--- src/rtl/riscv_wb_merge_pkg.sv ---
// Shared writeback definitions: reference entry layout and FIFO pointer sizing.
package riscv_defines;

    // Layout of one buffered long-latency result in the widest (FP-enabled) configuration.
    typedef struct packed {
        logic [5:0]  addr;
        logic [31:0] data;
        logic        tag;
        logic        kill;
    } wb_entry_t;

    function automatic int unsigned ptr_width(input int unsigned depth);
        return (depth > 2) ? $clog2(depth) : 1;
    endfunction

endpackage

--- src/rtl/riscv_wb_fifo.sv ---
// In-order result FIFO: always drains its head, and marks older same-address entries as killed.
module riscv_wb_fifo
    import riscv_defines::*;
#(
    parameter int unsigned ADDR_WIDTH = 5,
    parameter int unsigned DATA_WIDTH = 32,
    parameter int unsigned DEPTH      = 2
) (
    input  logic                                  clk,
    input  logic                                  rst_n,
    input  logic                                  push_i,
    input  logic [ADDR_WIDTH-1:0]                 push_addr_i,
    input  logic [DATA_WIDTH-1:0]                 push_data_i,
    input  logic                                  push_tag_i,
    input  logic                                  kill_en_i,
    input  logic [ADDR_WIDTH-1:0]                 kill_addr_i,
    output logic                                  full_o,
    output logic                                  empty_o,
    output logic                                  head_valid_o,
    output logic                                  head_kill_o,
    output logic [ADDR_WIDTH-1:0]                 head_addr_o,
    output logic [DATA_WIDTH-1:0]                 head_data_o,
    output logic                                  head_tag_o,
    output logic [DEPTH-1:0]                      live_o,
    output logic [DEPTH-1:0][ADDR_WIDTH-1:0]      ent_addr_o
);

    localparam int unsigned PW = ptr_width(DEPTH);
    localparam logic [PW:0] FULL_CNT = (PW+1)'(DEPTH);

    typedef struct packed {
        logic [ADDR_WIDTH-1:0] addr;
        logic [DATA_WIDTH-1:0] data;
        logic                  tag;
        logic                  kill;
    } entry_t;

    entry_t        mem [DEPTH];
    logic [PW-1:0] rd_ptr;
    logic [PW-1:0] wr_ptr;
    logic [PW:0]   count;
    logic          pop;
    logic          push_kill;

    assign empty_o   = (count == '0);
    assign full_o    = (count == FULL_CNT);
    assign pop       = !empty_o;
    // Writes to x0 are dropped, and so is an offered result that a same-cycle execute write supersedes.
    assign push_kill = (push_addr_i == '0) || (kill_en_i && (kill_addr_i == push_addr_i));

    always_ff @(posedge clk) begin
        if (!rst_n) begin
            rd_ptr <= '0;
            wr_ptr <= '0;
            count  <= '0;
        end else begin
            if (pop)
                rd_ptr <= rd_ptr + 1'b1;
            if (push_i)
                wr_ptr <= wr_ptr + 1'b1;
            case ({push_i, pop})
                2'b10:   count <= count + 1'b1;
                2'b01:   count <= count - 1'b1;
                default: count <= count;
            endcase
        end
    end

    // The head slot is excluded from kill: it is committing on port B this very cycle.
    always_ff @(posedge clk) begin
        for (int i = 0; i < DEPTH; i++) begin
            if (kill_en_i && (mem[i].addr == kill_addr_i) && (PW'(i) != rd_ptr))
                mem[i].kill <= 1'b1;
        end
        if (push_i)
            mem[wr_ptr] <= '{addr: push_addr_i, data: push_data_i, tag: push_tag_i, kill: push_kill};
    end

    always_comb begin
        logic [PW-1:0] off;
        off = '0;
        for (int i = 0; i < DEPTH; i++) begin
            off           = PW'(i) - rd_ptr;
            live_o[i]     = ({1'b0, off} < count) && !mem[i].kill;
            ent_addr_o[i] = mem[i].addr;
        end
    end

    assign head_valid_o = !empty_o;
    assign head_kill_o  = mem[rd_ptr].kill;
    assign head_addr_o  = mem[rd_ptr].addr;
    assign head_data_o  = mem[rd_ptr].data;
    assign head_tag_o   = mem[rd_ptr].tag;

endmodule

--- src/rtl/riscv_wb_merge.sv ---
// Writeback merge: registered execute results on port A, buffered long-latency results on port B.
module riscv_wb_merge
    import riscv_defines::*;
#(
    parameter int unsigned ADDR_WIDTH = 5,
    parameter int unsigned DATA_WIDTH = 32,
    parameter int unsigned DEPTH      = 2
) (
    input  logic                          clk,
    input  logic                          rst_n,
    input  logic                          ex_we_i,
    input  logic [ADDR_WIDTH-1:0]         ex_waddr_i,
    input  logic [DATA_WIDTH-1:0]         ex_wdata_i,
    input  logic                          ex_wtag_i,
    input  logic                          lsu_valid_i,
    output logic                          lsu_ready_o,
    input  logic [ADDR_WIDTH-1:0]         lsu_waddr_i,
    input  logic [DATA_WIDTH-1:0]         lsu_wdata_i,
    input  logic                          lsu_wtag_i,
    output logic                          rf_we_a_o,
    output logic [ADDR_WIDTH-1:0]         rf_waddr_a_o,
    output logic [DATA_WIDTH-1:0]         rf_wdata_a_o,
    output logic                          rf_wtag_a_o,
    output logic                          rf_we_b_o,
    output logic [ADDR_WIDTH-1:0]         rf_waddr_b_o,
    output logic [DATA_WIDTH-1:0]         rf_wdata_b_o,
    output logic                          rf_wtag_b_o,
    output logic [(1<<ADDR_WIDTH)-1:0]    pending_o,
    output logic                          empty_o
);

    logic                             full;
    logic                             push;
    logic                             kill_en;
    logic                             head_valid;
    logic                             head_kill;
    logic [DEPTH-1:0]                 live;
    logic [DEPTH-1:0][ADDR_WIDTH-1:0] ent_addr;

    assign lsu_ready_o = !full;
    assign push        = lsu_valid_i && lsu_ready_o;
    assign kill_en     = ex_we_i && (ex_waddr_i != '0);

    riscv_wb_fifo #(
        .ADDR_WIDTH (ADDR_WIDTH),
        .DATA_WIDTH (DATA_WIDTH),
        .DEPTH      (DEPTH)
    ) u_fifo (
        .clk          (clk),
        .rst_n        (rst_n),
        .push_i       (push),
        .push_addr_i  (lsu_waddr_i),
        .push_data_i  (lsu_wdata_i),
        .push_tag_i   (lsu_wtag_i),
        .kill_en_i    (kill_en),
        .kill_addr_i  (ex_waddr_i),
        .full_o       (full),
        .empty_o      (empty_o),
        .head_valid_o (head_valid),
        .head_kill_o  (head_kill),
        .head_addr_o  (rf_waddr_b_o),
        .head_data_o  (rf_wdata_b_o),
        .head_tag_o   (rf_wtag_b_o),
        .live_o       (live),
        .ent_addr_o   (ent_addr)
    );

    // Port A: one register stage, so an execute write lands one cycle after any B write it races.
    always_ff @(posedge clk) begin
        if (!rst_n) begin
            rf_we_a_o    <= 1'b0;
            rf_waddr_a_o <= '0;
            rf_wdata_a_o <= '0;
            rf_wtag_a_o  <= 1'b0;
        end else begin
            rf_we_a_o    <= ex_we_i;
            rf_waddr_a_o <= ex_waddr_i;
            rf_wdata_a_o <= ex_wdata_i;
            rf_wtag_a_o  <= ex_wtag_i;
        end
    end

    assign rf_we_b_o = head_valid && !head_kill;

    always_comb begin
        pending_o = '0;
        for (int i = 0; i < DEPTH; i++) begin
            if (live[i])
                pending_o[ent_addr[i]] = 1'b1;
        end
        pending_o[0] = 1'b0;
    end

endmodule

--- config.mk ---
export PLATFORM = sky130hd
export DESIGN_NAME = riscv_wb_merge
export DESIGN_NICKNAME = d
export VERILOG_FILES = /design/src/rtl/riscv_wb_merge_pkg.sv /design/src/rtl/riscv_wb_fifo.sv /design/src/rtl/riscv_wb_merge.sv
export SDC_FILE = /design/constraint.sdc
export NUM_CORES = 1
export LEC_CHECK = 0
export ABC_AREA = 0
export BUFFER_PORTS_ARGS = -buffer_cell sky130_fd_sc_hd__buf_2
export CAP_MARGIN = 10
export CORE_MARGIN = 8
export CORE_UTILIZATION = 52
export CTS_CLUSTER_SIZE = 14
export DETAILED_ROUTE_END_ITERATION = 10
export GPL_TIMING_DRIVEN = 0
export PLACE_DENSITY = 0.85
export SETUP_SLACK_MARGIN = 0.1
export SLEW_MARGIN = 20
export SYNTH_ARGS = -nofsm -noshare
export SYNTH_HDL_FRONTEND = slang
export SYNTH_SLANG_ARGS = --single-unit
export TNS_END_PERCENT = 50
--- constraint.sdc ---
create_clock -name clk -period 11.8 [get_ports clk]
set_input_delay 1.18 -clock clk [delete_from_list [all_inputs] [get_ports clk]]
set_output_delay 1.18 -clock clk [all_outputs]
set_load 0.02 [all_outputs]
==> reports/qor.yml <==
outcome: "finished, final reports clean"
synth_common_cells: "edfxtp_1, dfxtp_1, and2_1"
hold_viol: 0
n_fill_cell: 566
ant_nets: 0
gp_congestion: 0.872
ys_seq_elements: 122
drv_slew: 0
drive_above_1_share_pct: 48.7
nets: 626
worstHoldEndpoint: "u_fifo.count[1]"
yosys.area_share.xor_xnor_pct: 2.98
synth_cells: 333
die_y_um: 111
postCtsSetupRepairBufs: 0
ios: 192
viasPerCell: 5.27
synthMuxAreaShare_pct: 9.11
drv_cap: 0
setup_violations: 0
syn_area_um2: 4700
syn_nets: 413
max_clock_freq_ghz: 0.293
reg2reg_from: "u_fifo.count[0]"
regToRegEndpoint: "u_fifo.mem[0][12]"
grt_use_total_pct: 19.8
firstDrtPassIters: 7
r2r.worst_path.cells: 4
rows: 34
cts_tree: "yes"
clk_pin_slew_worst_paths_ns: 0.06
holdCritPathClass: "reg2reg"
critical_path_required_ns: 10.62
synth.most_common_cell: "edfxtp_1"
p_total_w: 0.00112
vdd_drop_max_mv: 0.112
area_growth_pct: 36.7
cp.arrival_ns: 2.23
hold_start: "u_fifo.count[0]"
slew_headroom_pct: 36.8
synth_top_family_by_area: "simple AND/OR/NAND/NOR gates"
vias: 3513
cts_hold_buf: 0
path_max_fanout: 7
hold_path_depth: 1
startpoint_type: "flip-flop"
clock_path_buffers: 2
rsz0062_at_grt: "no"
synth-async-reset-ratio_pct: 0
wl_met3_um: 1240
grt_overflow: 0
dp_hpwl_um: 9100
worstSetupPathType: "reg2out"
post_cts.resized_instances: 0
synth_compound_area_share_pct: 5.78
tightest_slew_ns: 0.948
yosysTopAreaCell: "edfxtp_1"
grt_pass1_wl_um: 19300
initial_core_util_pct: 53.8
grt_max_degree: 41
synth-main-ff-cell: "edfxtp_1"
power_leakage_nw: 2.69
yosys-top-cells-area: "edfxtp_1, dfxtp_1, mux2_2, and2_1, o22ai_1"
finalCritPeriodShare_pct: 28.9
seqCellArea_um2: 3200
die-area_um2: 12300
cts_buffers: 17
synthAdderAreaFrac_pct: 0
dr_wl_met2_um: 6220
drc: 0
htree_num_levels: 4
met1_length_um: 4800
drtIter0Drc: 230
antenna_cells: 0
synth_warnings: 0
yosys.area_share.simple_pct: 12.2
antenna_found_initial: 0
wl_per_cell_um: 18.8
grt_pass1_vias: 3643
synth_edf_count: 76
cts.sinks: 122
synth_top_cell_area_share_pct: 48.6
power_density_nw_per_um2: 174
multi_input_area_um2: 1420
regToRegSetupSlack_ns: 9.75
finalClockSkew_ns: 0.00830
cts_root_buffer: "clkbuf_8"
io_buffers: 190
synthDistinctLibCells: 37
core_area_um2: 8720
clock_latency_ns: 0.51
avgSynthCellArea_um2: 14.1
fin_tns_setup_ns: 0
die-width_um: 111
ys_seq_area_share_pct: 68.2
period_minus_slack_ns: 3.41
dr.max_layer_used: "met4"
end_kind: "primary output"
wirelength_um: 12500
[kinds of logic (layout without fill, tap and decap cells)]
logic type,after synthesis,in the layout
other cells,1,1
mux,38,38
flops,122,122
simple gates,96,96
compound gates,40,40
buf+inv,20,246
xor+xnor,16,16
[cell usage in the layout (no fill, tap or decap), types with 7 or more instances in the layout]
cell       synthesis  layout
buf_2              0     190
nor2_1             7       7
clkbuf_1          14      14
xnor2_1           13      13
and2_1            40      40
clkbuf_16          0      18
o22ai_1           29      29
nand3b_1           8       8
edfxtp_1          76      76
dfxtp_1           46      46
nand2_1           11      11
mux2_2            38      38
[per-layer routing]
layer	up-vias	track usage, %
met3	25	9.15
met1	1636	21.0
met5	-	0
li1	1657	-
met2	195	33.4
met4	0	8.36
[registers in the layout, summed over array words and instances, names as in the netlist, named ones only]
register,flops
rf_we_a_o,1
u_fifo.rd_ptr,1
rf_wdata_a_o,32
rf_wtag_a_o,1
u_fifo.mem,78
rf_waddr_a_o,5
u_fifo.wr_ptr,1
u_fifo.count,2
[worst max-delay path: stages, from the launching register on]
cell	delay, ns
dfxtp_1	0.35
nand2b_1	0.18
a21oi_2	0.21
or3b_1	0.36
clkbuf_1	0.20
o32ai_1	0.19
buf_2	0.23
[through the flow]
step,utilization (%),setup slack (ns),hold WS [ns],cells,area [um2]
after CTS,73.6,8.39,0.557,667,6420
after global routing,73.6,8.25,0.578,667,6420
after global placement,66.3,5.39,0.518,631,5780
after floorplan,-,7.11,0.500,333,4700
final,73.6,8.39,0.564,667,6420
after detailed placement,66.7,8.93,0.535,635,5820
[power breakdown]
part	internal (W)	switching (W)	total (W)
Combinational	0.0000493	0.0000727	0.000122
Clock	0.000316	0.000195	0.000511
Sequential	0.000478	0.00000789	0.000485
[how the worst max path moves through the flow]
| stage | from | to | slack, ns | depth (start not counted) |
|---|---|---|---|---|
| final | u_fifo.rd_ptr | pending_o[16] | 8.39 | 6 |
| after CTS | u_fifo.rd_ptr | pending_o[16] | 8.39 | 6 |
| after detailed placement | u_fifo.rd_ptr | pending_o[16] | 8.93 | 6 |
| after global placement | lsu_valid_i | u_fifo.mem[0][0] | 5.39 | 5 |
| after global routing | u_fifo.rd_ptr | pending_o[16] | 8.25 | 6 |
| after floorplan | lsu_valid_i | u_fifo.mem[0][0] | 7.11 | 4 |
[area by class of cell]
type / instances / area share, %
Clock inverter: 12 / 1.91
Clock buffer: 20 / 7.44
Sequential cell: 122 / 49.9
Buffer: 18 / 1.11
Inverter: 2 / 0.117
Timing Repair Buffer: 194 / 15.3
Multi-Input combinational cell: 191 / 22.1
Tap cell: 108 / 2.10
(Power assumes the default switching activity.)
